==> src/rtl/fir_filter_mac.sv <==
// Streaming FIR filter that walks the delay line with one shared multiply-accumulate unit.
// The shifted, saturated sum is held on y_out until the consumer accepts it.
module fir_filter_mac #(
    parameter int N_TAPS     = 8,
    parameter int DATA_WIDTH = 8,
    parameter int COEF_WIDTH = 8,
    parameter int OUT_WIDTH  = 16,
    parameter int SHIFT      = 0
) (
    input  logic                      clk,
    input  logic                      rst,
    input  logic                      in_valid,
    output logic                      in_ready,
    input  logic [DATA_WIDTH-1:0]     x_in,
    input  logic                      coef_we,
    input  logic [$clog2(N_TAPS)-1:0] coef_addr,
    input  logic [COEF_WIDTH-1:0]     coef_data,
    output logic                      out_valid,
    input  logic                      out_ready,
    output logic [OUT_WIDTH-1:0]      y_out,
    output logic                      busy
);
    localparam int AW    = $clog2(N_TAPS);
    localparam int PW    = DATA_WIDTH + COEF_WIDTH;
    localparam int ACC_W = PW + AW;
    localparam int EW    = ((ACC_W > OUT_WIDTH) ? ACC_W : OUT_WIDTH) + 1;
    localparam logic [AW:0] IDX_END = (AW+1)'(N_TAPS);
    localparam logic signed [EW-1:0] OMAX = {{(EW-OUT_WIDTH+1){1'b0}}, {(OUT_WIDTH-1){1'b1}}};
    localparam logic signed [EW-1:0] OMIN = {{(EW-OUT_WIDTH+1){1'b1}}, {(OUT_WIDTH-1){1'b0}}};

    typedef enum logic [1:0] {IDLE, MAC, OUT} state_t;

    state_t                 state;
    logic [DATA_WIDTH-1:0]  xline [N_TAPS];
    logic [COEF_WIDTH-1:0]  coef  [N_TAPS];
    logic signed [ACC_W-1:0] acc;
    logic [AW:0]            idx;
    logic [AW-1:0]          tap;
    logic signed [PW-1:0]   prod;
    logic signed [EW-1:0]   shifted;
    logic [OUT_WIDTH-1:0]   sat;

    // Shared product for the current tap, and the clamped view of the accumulator.
    always_comb begin
        tap     = idx[AW-1:0];
        prod    = PW'($signed(xline[tap])) * PW'($signed(coef[tap]));
        shifted = $signed({{(EW-ACC_W){acc[ACC_W-1]}}, acc}) >>> SHIFT;
        if (shifted > OMAX)
            sat = OMAX[OUT_WIDTH-1:0];
        else if (shifted < OMIN)
            sat = OMIN[OUT_WIDTH-1:0];
        else
            sat = shifted[OUT_WIDTH-1:0];
    end

    always_ff @(posedge clk or negedge rst) begin
        if (!rst) begin
            state     <= IDLE;
            acc       <= '0;
            idx       <= '0;
            y_out     <= '0;
            out_valid <= 1'b0;
            in_ready  <= 1'b1;
            busy      <= 1'b0;
            for (int k = 0; k < N_TAPS; k++) begin
                xline[k] <= '0;
                coef[k]  <= '0;
            end
        end else begin
            case (state)
                IDLE: begin
                    if (coef_we)
                        coef[coef_addr] <= coef_data;
                    if (in_valid) begin
                        xline[0] <= x_in;
                        for (int k = 1; k < N_TAPS; k++)
                            xline[k] <= xline[k-1];
                        acc      <= '0;
                        idx      <= '0;
                        in_ready <= 1'b0;
                        busy     <= 1'b1;
                        state    <= MAC;
                    end
                end
                // One tap per cycle; the pass after the last tap only formats the sum.
                MAC: begin
                    if (idx == IDX_END) begin
                        y_out     <= sat;
                        out_valid <= 1'b1;
                        state     <= OUT;
                    end else begin
                        acc <= acc + ACC_W'(prod);
                        idx <= idx + 1'b1;
                    end
                end
                OUT: begin
                    if (out_ready) begin
                        out_valid <= 1'b0;
                        in_ready  <= 1'b1;
                        busy      <= 1'b0;
                        state     <= IDLE;
                    end
                end
                default: state <= IDLE;
            endcase
        end
    end
endmodule

==> config.mk <==
export PLATFORM = sky130hd
export DESIGN_NAME = fir_filter_mac
export DESIGN_NICKNAME = d
export VERILOG_FILES = /design/src/rtl/fir_filter_mac.sv
export SDC_FILE = /design/constraint.sdc
export NUM_CORES = 1
export LEC_CHECK = 0
export BUFFER_PORTS_ARGS = -buffer_cell sky130_fd_sc_hd__buf_4
export CAP_MARGIN = 40
export CORE_ASPECT_RATIO = 1.1
export CORE_MARGIN = 2
export CORE_UTILIZATION = 63
export CTS_CLUSTER_DIAMETER = 40
export DETAILED_ROUTE_END_ITERATION = 10
export PLACE_DENSITY = 0.8
export SYNTH_ARGS = -nofsm -noshare
export SYNTH_HDL_FRONTEND = slang
export SYNTH_SLANG_ARGS = --single-unit
export TNS_END_PERCENT = 30
==> constraint.sdc <==
create_clock -name clk -period 7.94 [get_ports clk]
set_input_delay 0.794 -clock clk [delete_from_list [all_inputs] [get_ports clk]]
set_output_delay 0.794 -clock clk [all_outputs]
set_load 0.01 [all_outputs]
# == Word-level counts from Yosys, hierarchy flattened ==
# Index checks and enable logic that the tools add are counted.
# totals
inputBits,24
regBits,172
# classes
addsub,2
n_bitwise,2
n_eq_ne,7
n_lt_le_gt_ge,5
n_mul,1
muxes,29
reduce_logical,12
# ops
operator,count
bitwise mux 64 bit,1
binary-select mux 8 bit (select 3 bit),2
2-to-1 mux 8 bit,5
2-to-1 mux 19 bit,2
one-hot mux 19 bit (2 select lines),1
2-to-1 mux 16 bit,2
demux 8 bit (select 3 bit),1
adder 19 x 16 -> 19 bit,1
> comparator 19 x 16 -> 1 bit (second input constant),1
less-than comparator 19 x 16 -> 1 bit (second input constant),1
multiplier 8 x 8 -> 16 bit,1
AND reduction 3 bit,4
>= comparator 4 bit (second input constant),2
2-to-1 mux 4 bit,2
!= test 2 bit (second input constant),4
inverter 3 -> 4 bit,2
one-hot mux 4 bit (2 select lines),1
2-to-1 mux 2 bit,3
one-hot mux 1 bit (2 select lines),3
one-hot mux 2 bit (3 select lines),1
AND reduction 2 bit,3
nonzero test 2 bit,3
2-to-1 mux 1 bit,5
adder 4 x 1 -> 4 bit (second input constant),1
other kinds (6),6

# == Logic depth before layout (Yosys ltp) ==
# depth
word_depth,8
ltp_mapped,21

# == Least setup slack after synthesis ==
# OpenSTA, ideal clock, no wires.
# synth_path
path_kind,reg2reg
from,register idx[0]
to,register acc[17]
stages_incl_launch_ff,20
setup_slack_ns,1.239
path_buffers,2
t_arrival_ns,6.570
path_cell_list,dfrtp_1 > buf_2 > buf_4 > mux4_2 > mux2_2 > nor2b_1 > inv_1 > fa_1 > inv_1 > fa_1 > fa_1 > fa_1 > fa_1 > ha_1 > and3_4 > a2111oi_4 > nand3_1 > a2111oi_2 > or4_1 > nand3_1
# synth_via
elab_chain_cells,8
word_cells_on_any_way,14
# synth_rtl
element,line_no,source
start: declaration,37,logic [AW:0] idx;
start signal: assignment,93,idx <= idx + 1'b1;
inverter 3 -> 4 bit (not written as such),46,prod = PW'($signed(xline[tap])) * PW'($signed(coef[tap]));
binary-select mux 8 bit (select 3 bit),46,
2-to-1 mux 8 bit (not written as such) (2 in a row),46,
multiplier 8 x 8 -> 16 bit,46,
adder 19 x 16 -> 19 bit,92,acc <= acc + ACC_W'(prod);
2-to-1 mux 19 bit,87,if (idx == IDX_END) begin
one-hot mux 19 bit (2 select lines),70,case (state)
end signal: assignment,92,
end: declaration,36,logic signed [ACC_W-1:0] acc;
# Several ways; a longest one is shown, not always the timed one. The select of a mux whose other input is x is not followed.
# A chain may end at the register's enable or synchronous reset.

# == Worst setup path after layout ==
# Ends and elaborated chain as after synthesis.

==> metrics.csv <==
metric;value;unit
outcome;finished, final reports clean;
path_clk_slew;0.07;ns
critPathKind;register to register;
gp_congestion;0.8604;
crit_path_start_kind;register;
maxSlewViolCount;0;
antenna_found_initial;1;
final_layout_size_suffix_gt1_frac;0.1962;
final_common_cell;nand2_1;
vias;7248;
min_period;6.853;ns
async_reset_ff_frac;1.000;
period_share;0.8631;
routedWlPerCell;16.92;um
core;17020;um^2
ys_seq_area_frac;0.3948;
arrival;7.17;ns
route.detailed.drc;0;
fin_nets;1201;
postSynthAreaPerCell;10.83;um^2
grt_max_degree;80;
syn_inst;1007;
fp-row-count;50;
cts-hold-fix-buffers;0;
clk_latency;0.43;ns
finalSetupViolCount;0;
place_hpwl;15770;um
htreeDepth;4;
netlist_area;10900;um^2
cts_tree;built;
max_slew_margin;0.4325;
first_iter_violations;465;
track_usage;0.2661;
wl;21900;um
dieHeight;142.0;um
fmax;145.9;MHz
ys.flop_type;dfrtp_1;
worstPathMaxFanout;20;
grt_pass1_vias;7560;
synth_warnings;0;
areaGrowthSynthToFinish;11.30;%
grt_pass1_wl;37920;um
die-width;129.4;um
final_util;0.7132;
cts_root_buffer;clkbuf_16;
reg2reg_from;idx[0];
dieArea;18380;um^2
grt-ovfl-total;0;
cts.sinks;172;
synth.distinct_cells;47;
synth_edf_count;0;
reg2reg_depth;18;
io_pins;43;
dr.pass1.iters;5;
antenna_left;0;
tightest_slew;0.8512;ns
post_cts_buffers;0;
start_util;0.6408;
setup.worst_path.end_class;register;
synthesis.nets;1161;
rsz0062_at_grt;no;
nFillCells;1215;
insertedDiodeCount;0;
cap_violations;0;
critPathLaunch;idx[0];
post_cts_resized;0;
layout_common_cells;nand2_1 (254), dfrtp_1 (170), inv_1 (96), fa_1 (84), mux2_2 (69);
tns;0;ns
clk_path_buf_depth;2;
hp-class;input port to asynchronous set/reset pin;
finalHoldViolations;0;
port_buffers;42;
fin_worst_skew;0.007660;ns
synth-seq-cells;172;
cts_made_buffers;17;
routed_via_density;5.601;
required;8.25;ns
logic make-up after synthesis:
logic type / Yosys count / share of synthesized area
flops: 172 / 0.3948
compound gates: 76 / 0.04452
fa+ha+maj: 130 / 0.2070
mux: 115 / 0.1533
xor+xnor: 19 / 0.01526
buf+inv: 133 / 0.04705
simple gates: 362 / 0.1380
layer usage:
layer / routed length [um] / vias to the layer above / global-route usage
met2: 11320 / 182 / 0.4474
met3: 841 / 31 / 0.03609
met1: 9343 / 3670 / 0.3677
met4: 393 / 0 / 0.07697
met5: 0 / - / 0
li1: - / 3365 / -
sequential cells by signal, summed over array words and instances, names as in the netlist:
signal,flops
in_ready,1
xline,64
busy,1
acc,19
idx,4
out_valid,1
y_out,16
coef,64
state,2
Yosys cell counts (6+ instances only):
master,n,area [um^2]
xnor2_1,10,87.58
mux2_2,69,777.0
nand2_1,255,957.2
dfrtp_1,171,4279
ha_1,46,575.6
a21oi_1,13,65.06
clkbuf_1,27,101.4
fa_1,84,1682
inv_1,96,360.4
buf_2,8,40.04
o31ai_1,6,45.04
nand3_1,16,80.08
nor2b_1,15,93.84
xor2_1,9,78.83
nor2_1,43,161.4
mux4_2,32,720.7
mux2i_2,9,123.9
nand2b_1,13,81.33
o21ai_0,30,150.1
through the flow:
step | cells | hold slack [ns] | worst slack, ns | area (um^2)
3_3_place_gp | 1260 | 0.4501 | 1.211 | 11480
4_1_cts | 1294 | 0.3192 | 1.071 | 12140
2_1_floorplan | 1007 | 0.4406 | 1.239 | 10900
6_report | 1294 | 0.3003 | 1.087 | 12140
5_1_grt | 1294 | 0.3317 | 0.7420 | 12140
3_5_place_dp | 1262 | 0.4568 | 1.103 | 11520
worst paths after layout:
path / end / slack [ns]
setup / recovery: acc[17] / 1.09
hold / removal: xline[56] / 0.30
setup reg to reg: acc[17] / 1.09
hold reg to reg: y_out[8] / 0.46
max in group asynchronous: coef[46] / 6.39
min in group clk: y_out[8] / 0.46
worst max-delay path: stages (launching register included):
cell       delay, ns
dfrtp_2         0.77
buf_12          0.26
mux4_2          0.53
mux2i_2         0.48
nor2_1          0.14
fa_1            0.54
inv_1           0.06
fa_1            0.49
inv_1           0.07
fa_1            0.50
fa_1            0.51
fa_1            0.49
ha_1            0.37
and3_1          0.20
a2111oi_4       0.46
nand3_1         0.17
a2111oi_2       0.42
or4_1           0.17
nand3_1         0.07
final cells by class:
class,instances,area [um^2],share of cell area
multi-input combinational,702,6090,0.5018
tap,234,292.8,0.02412
inverter,97,364.1,0.03000
clock inverter,10,165.2,0.01361
timing repair buffer,57,464.2,0.03825
sequential,172,4307,0.3548
clock buffer,22,454.2,0.03742
Power is left out: the tool's default activity adds up to more than one toggle a clock period on the data nets, which glitch-free logic cannot reach.
